[src/rtl/jtpopeye_obj_draw.sv]
// jtpopeye_obj_draw: turns object line-buffer entries into pixels.
// Each 4-pixel slot may deliver one entry. The entry's ROM row is fetched and
// then loaded into one of two ping-pong drawers. The drawers shift out their
// pixels, and a registered mixer gives priority to the older drawer.

// One drawer: holds a fetched 2bpp row and plays it out after its start delay.
module jtpopeye_obj_drawer (
  input  logic        clk,
  input  logic        rst_n,
  input  logic        pxl_cen,
  input  logic        slot_start,
  input  logic        hb,
  input  logic        load,
  input  logic [15:0] ld_data,
  input  logic [2:0]  ld_pal,
  input  logic        ld_hflip,
  input  logic [1:0]  ld_off,
  output logic        active,
  output logic [4:0]  pxl
);
  logic [7:0] hi, lo;
  logic [2:0] pal;
  logic       hflip;
  logic [1:0] off, wcnt;
  logic       started, emit;
  logic [2:0] cnt, pos;

  // Drawer sequencing: wait for a slot start, count out the offset, emit 8 pixels.
  always_ff @(posedge clk or negedge rst_n) begin
    if (!rst_n) begin
      hi <= '0; lo <= '0; pal <= '0; hflip <= 1'b0; off <= '0;
      active <= 1'b0; started <= 1'b0; emit <= 1'b0; wcnt <= '0; cnt <= '0;
    end else if (hb) begin
      active <= 1'b0; started <= 1'b0; emit <= 1'b0;
    end else if (load) begin
      // A reload always restarts the drawer, even if it was mid-object.
      hi <= ld_data[15:8]; lo <= ld_data[7:0];
      pal <= ld_pal; hflip <= ld_hflip; off <= ld_off;
      active <= 1'b1; started <= 1'b0; emit <= 1'b0; wcnt <= '0; cnt <= '0;
    end else if (pxl_cen && active) begin
      if (!started) begin
        if (slot_start) begin
          started <= 1'b1;
          if (off == 2'd0) emit <= 1'b1;
          else wcnt <= off;
        end
      end else if (!emit) begin
        wcnt <= wcnt - 2'd1;
        if (wcnt == 2'd1) emit <= 1'b1;
      end else begin
        cnt <= cnt + 3'd1;
        if (cnt == 3'd7) begin
          active <= 1'b0;
          emit   <= 1'b0;
        end
      end
    end
  end

  // Pixel i normally comes from bit 7-i of each plane; hflip reverses the order.
  always_comb begin
    pos = hflip ? cnt : ~cnt;
    pxl = emit ? {pal, hi[pos], lo[pos]} : 5'd0;
  end
endmodule

module jtpopeye_obj_draw (
  input  logic        rst_n,
  input  logic        clk,
  input  logic        pxl_cen,
  input  logic [7:0]  H,
  input  logic        HB,
  input  logic [17:0] DJ,
  output logic        rom_cs,
  output logic [10:0] rom_addr,
  input  logic [15:0] rom_data,
  input  logic        rom_ok,
  output logic [4:0]  obj_pxl,
  output logic        miss
);
  localparam int ND = 2;

  typedef enum logic [1:0] {IDLE, REQ, LOAD} state_t;

  typedef struct packed {
    logic [2:0] pal;
    logic       hflip;
    logic [1:0] off;
  } ent_t;

  state_t                st, st_nxt;
  ent_t                  ent;
  logic                  cap, cap_ok, miss_d, load_d, ovr, nxt_b;
  logic [15:0]           ld_data;
  logic [ND-1:0]         d_act, d_ld;
  logic [ND-1:0][4:0]    d_pxl;
  logic [4:0]            old_p, new_p, mix;
  logic [6:0]            unused_bits;

  // vflip is already folded into sub-V; only the low H bits pick the slot phase.
  assign unused_bits = {DJ[0], H[7:2]};

  assign cap    = pxl_cen && (H[1:0] == 2'b01) && !HB;
  assign cap_ok = cap && (DJ[16:14] != 3'd0);

  // Fetch FSM state register.
  always_ff @(posedge clk or negedge rst_n) begin
    if (!rst_n) st <= IDLE;
    else        st <= st_nxt;
  end

  // Fetch FSM next state and strobes.
  always_comb begin
    st_nxt = st;
    rom_cs = 1'b0;
    miss_d = 1'b0;
    load_d = 1'b0;
    case (st)
      IDLE: if (cap_ok) st_nxt = REQ;
      REQ: begin
        rom_cs = 1'b1;
        if (cap) begin
          // ROM too slow: drop the pending entry in favour of the new slot.
          miss_d = 1'b1;
          st_nxt = cap_ok ? REQ : IDLE;
        end else if (rom_ok) begin
          st_nxt = LOAD;
        end
      end
      LOAD: begin
        load_d = 1'b1;
        st_nxt = cap_ok ? REQ : IDLE;
      end
      default: st_nxt = IDLE;
    endcase
    if (HB) begin
      st_nxt = IDLE;
      rom_cs = 1'b0;
      miss_d = 1'b0;
      load_d = 1'b0;
    end
  end

  assign d_ld = load_d ? (nxt_b ? 2'b10 : 2'b01) : 2'b00;
  assign ovr  = |(d_ld & d_act);

  // Entry capture, ROM row latch, miss pulse and drawer alternation.
  always_ff @(posedge clk or negedge rst_n) begin
    if (!rst_n) begin
      rom_addr <= '0;
      ent      <= '0;
      ld_data  <= '0;
      miss     <= 1'b0;
      nxt_b    <= 1'b0;
    end else begin
      miss <= miss_d | ovr;
      if (cap_ok) begin
        rom_addr <= {DJ[17], DJ[10:4], DJ[3:1]};
        ent      <= '{pal: DJ[16:14], hflip: DJ[11], off: DJ[13:12]};
      end
      if (st == REQ && rom_ok && !cap && !HB) ld_data <= rom_data;
      if (HB)          nxt_b <= 1'b0;
      else if (load_d) nxt_b <= ~nxt_b;
    end
  end

  for (genvar g = 0; g < ND; g++) begin : g_drw
    jtpopeye_obj_drawer u_drw (
      .clk        (clk),
      .rst_n      (rst_n),
      .pxl_cen    (pxl_cen),
      .slot_start (H[1:0] == 2'b00),
      .hb         (HB),
      .load       (d_ld[g]),
      .ld_data    (ld_data),
      .ld_pal     (ent.pal),
      .ld_hflip   (ent.hflip),
      .ld_off     (ent.off),
      .active     (d_act[g]),
      .pxl        (d_pxl[g])
    );
  end

  // The drawer due to be loaded next is the older one; it has priority.
  always_comb begin
    old_p = nxt_b ? d_pxl[1] : d_pxl[0];
    new_p = nxt_b ? d_pxl[0] : d_pxl[1];
    if (old_p[1:0] != 2'd0)      mix = old_p;
    else if (new_p[1:0] != 2'd0) mix = new_p;
    else                         mix = 5'd0;
  end

  // Registered pixel output, blanked during HB.
  always_ff @(posedge clk or negedge rst_n) begin
    if (!rst_n)       obj_pxl <= '0;
    else if (HB)      obj_pxl <= '0;
    else if (pxl_cen) obj_pxl <= mix;
  end
endmodule

[config.mk]
export PLATFORM = sky130hd
export DESIGN_NAME = jtpopeye_obj_draw
export DESIGN_NICKNAME = d
export VERILOG_FILES = /design/src/rtl/jtpopeye_obj_draw.sv
export SDC_FILE = /design/constraint.sdc
export NUM_CORES = 1
export LEC_CHECK = 0
export ABC_AREA = 1
export CAP_MARGIN = 5
export CORE_MARGIN = 10
export CORE_UTILIZATION = 55
export CTS_CLUSTER_SIZE = 16
export DETAILED_ROUTE_END_ITERATION = 16
export PLACE_DENSITY = 0.92
export SETUP_SLACK_MARGIN = 0.5
export SYNTH_ARGS = -nofsm -noshare
export SYNTH_HDL_FRONTEND = slang
export SYNTH_SLANG_ARGS = --single-unit
[constraint.sdc]
create_clock -name clk -period 2.1 [get_ports clk]
set_clock_uncertainty 0.2 [all_clocks]
set_input_delay 0.21 -clock clk [delete_from_list [all_inputs] [get_ports clk]]
set_output_delay 0.21 -clock clk [all_outputs]
set_load 0.01 [all_outputs]
==> run_results.csv <==
group,metric,value,unit
status,status,"finished with violations",
status,violations,"setup timing",
synth,muxShareOfSynthArea,0,
cts,cts_tree,"done",
power,ir_drop,0.632,mV
route,drc_errors,0,
cts,root_buffer,"clkbuf_8",
power,power.share.clock,0.255,
synth,yosys.area_share.xor_xnor,0.00872,
placed_design,gp_congestion,0.895,
setup_path,crit_top_cell,"nand2_1",
setup_path,critPathMaxFanout,6,
die,ios,65,
power,swShare,0.356,
setup_path,r2r_end,"obj_pxl[3]",
setup_path,cpPeakStageDelay,510,ps
hold_path,holdCritPathClass,"in2reg",
synth,yosysTopAreaCell,"dfrtp_1",
timing,setup_tns,-0.536,ps
placed_design,port_buffers,57,
route,wl_per_cell,23.5,um
cts,clkTransAtPathRegs,110,ps
finish,fillCellCount,428,
placed_design,placed_area,5630,sq um
synth,seq_area_frac_synth,0.523,
global_route,overflow,0,
die,initial_core_util,0.562,
setup_path,r2r_start,"g_drw[0].u_drw.cnt[0]",
synth,yosys_warnings,0,
setup_path,r2r_cells,14,
timing,fmax,476,MHz
setup_path,cp.required,2190,ps
finish,seq_area,2560,sq um
synth,ys_types,34,
global_route,grt_pass1_wl,21000,um
synth,synthTopCellsByArea,"dfrtp_1, nand2_1, o21ai_0",
global_route,grt_max_degree,43,
route,drtIter0Drc,566,
setup_path,critPathKind,"reg2reg",
setup_path,path_cells,"buf_4, nand2_2, nand2_4, nand2_1, nand3_2, nand3_2, nand3_4, nand2_2, nand2_4, nand2_4, inv_2, nand2_1, nand2_1, nand2_1",
synth,synth_area,4880,sq um
power,power_switching,1.72,mW
setup_path,cp.buffers_inverters,2,
global_route,antenna_found_initial,0,
die,die_h,114,um
finish,area_growth,43.3,%
synth,synthCells,612,
hold_path,hp-start,"DJ[3]",
synth,synth_top_family_by_area,"simple AND/OR/NAND/NOR gates",
route,vias,5278,
hold_path,hold_depth,3,
setup_path,rrSetupSlack,-0.5,ps
setup_path,cp-end-kind,"register",
synth,synth_common_cells,"nand2_1, dfrtp_1, inv_1",
route,ant_nets,0,
timing,finalHoldViolCount,0,
setup_path,crit_family,"simple AND/OR/NAND/NOR gates",
hold_path,hold_end,"rom_addr[2]",
cts,cts_buffer_depth,2,
power,p_comb_frac,0.230,
finish,postLayoutCellArea,6990,sq um
synth,ys.flop_type,"dfrtp_1",
timing,maxSlewViolCount,0,
timing,setup_viol,1,
power,p_int,3.11,mW
synth,avgSynthCellArea,7.97,sq um
cts,cts_sinks,102,
die,die_x,114,um
job,cap_viol_max_count,0,
global_route,track_usage,0.198,
placed_design,dp_hpwl,8470,um
setup_path,slowest_stage,"dfrtp_2",
die,rows,34,
timing,slew_headroom,0.609,
route,drt-vias-per-instance,6.38,
synth,synth-simple-area-share,0.272,
synth,synth_compound_area_frac,0.104,
die,core_area,8680,sq um
synth,ys_ff_latch,102,
timing,post-route-min-period,2100,ps
timing,tightest_slew,587,ps
synth,synth-adder-area-share,0.0154,
synth,post-synth-top-count-cell,"nand2_1",
power,pwr-share-seq,0.515,
route,wl,19400,um
synth,synth_top_area_frac,0.523,
cts,htreeDepth,3,
setup_path,critPathLaunchType,"register",
finish,multi_input_area,2590,sq um
synth,synthArstFlopShare,1.00,
setup_path,worst_ep_arrival_time,2190,ps
power,pwr_density_cell,690,nW/um^2
cts,worstSkewPairLatency,390,ps
finish,diodes,0,
finish,layout-drive-gt1-share,0.332,
synth,synth_edf_count,0,
power,power.leakage,3.65,nW
route,dr.pass1.iters,5,
synth,syn-num-nets,665,
die,die-area,13000,sq um
timing,layout_setup_ws,-0.536,ps
finish,fin_nets,767,
global_route,grt_pass1_vias,4528,
timing,finalCritPeriodShare,1.00,
timing,grt_setup_unrepaired,"yes",
cts,cts_buffers,9,
-- worst min-delay path, cell delays in order --
cell and delay [ps]:
clkdlybuf4s50_1 390, nand2_1 60, nand2_1 40
-- layout by cell type (no fill, tap or decap), drive strengths merged, types with 6 or more instances in the layout --
master,netlist,routed
buf,13,47
nand2,252,252
ha,6,6
inv,74,75
dfrtp,102,102
clkdlybuf4s50,0,36
dlygate4sd2,0,19
nand3,40,40
a21oi,11,11
nor2,17,17
o21ai,65,65
clkbuf,6,16
-- metal layers --
| metal | global-route usage | up-vias | part of all wire |
|---|---|---|---|
| met5 | 0 | - | 0 |
| met4 | 0.106 | 0 | 0.091 |
| met2 | 0.331 | 485 | 0.46 |
| met3 | 0.0451 | 177 | 0.11 |
| met1 | 0.232 | 2471 | 0.34 |
| li1 | - | 2145 | - |
-- cell families after synthesis --
| family | count (synthesis) |
|---|---|
| flops | 102 |
| buf+inv | 94 |
| xor+xnor | 4 |
| fa+ha+maj | 6 |
| simple gates | 316 |
| compound gates | 90 |
-- worst max path at each step --
stage,from,slack [ps],endpoint,cells after the start
5_1_grt,g_drw[0].u_drw.hflip,-80,obj_pxl[3],14
4_1_cts,g_drw[0].u_drw.hflip,230,obj_pxl[4],13
2_1_floorplan,g_drw[1].u_drw.hflip,430,obj_pxl[2],15
6_report,g_drw[0].u_drw.cnt[0],-0.5,obj_pxl[3],14
3_3_place_gp,HB,-30,ld_data[6],7
3_5_place_dp,HB,-170,ld_data[15],7
-- cell type report --
| cell class | instances | share of cell area |
|---|---|---|
| multi-input cells | 416 | 0.370 |
| clock inverters | 6 | 0.00626 |
| inverters | 75 | 0.0467 |
| repair inverters | 1 | 0.000716 |
| clock buffers | 10 | 0.0197 |
| well taps | 108 | 0.0193 |
| repair buffers | 109 | 0.171 |
| flip-flops and latches | 102 | 0.367 |
-- power groups by stage --
| stage | combinational, mW | sequential (mW) | clock, mW |
|---|---|---|---|
| 2_1_floorplan | 0.462 | 2.38 | 0 |
| 3_3_place_gp | 0.784 | 2.40 | 0 |
| 3_5_place_dp | 0.827 | 2.41 | 0 |
| 4_1_cts | 0.853 | 2.38 | 1.19 |
| 5_1_grt | 1.19 | 2.50 | 1.30 |
| 6_report | 1.11 | 2.49 | 1.23 |
-- sequential cells by signal, summed over array words and instances (netlist names), 4 cells and up --
register,count
g_drw.u_drw.hi,16
g_drw.u_drw.lo,16
ld_data,16
rom_addr,11
ent,6
g_drw.u_drw.cnt,6
g_drw.u_drw.pal,6
obj_pxl,5
g_drw.u_drw.off,4
g_drw.u_drw.wcnt,4
-- repair_timing --
item	4_1_cts	5_1_grt
gates cloned	3	12
buffers inserted	5	18
endpoints found under the setup margin	112	78
pin swaps	15	28
hold buffers	1	0
resized for setup	74	216
hold endpoints to repair	39	0
-- through the flow --
stage / worst slack, ps / power, mW / util / cells / hold slack (ps)
after floorplan: 428 / 2.84 / - / 612 / -286
after global placement: -32.4 / 3.18 / 0.649 / 772 / 29.8
after detailed placement: -167 / 3.24 / 0.649 / 772 / 40.4
after CTS: 228 / 4.42 / 0.694 / 797 / 158
after global routing: -82.7 / 4.98 / 0.806 / 827 / 153
final: -0.536 / 4.83 / 0.806 / 827 / 142
Power figures use the tool's default switching activity.
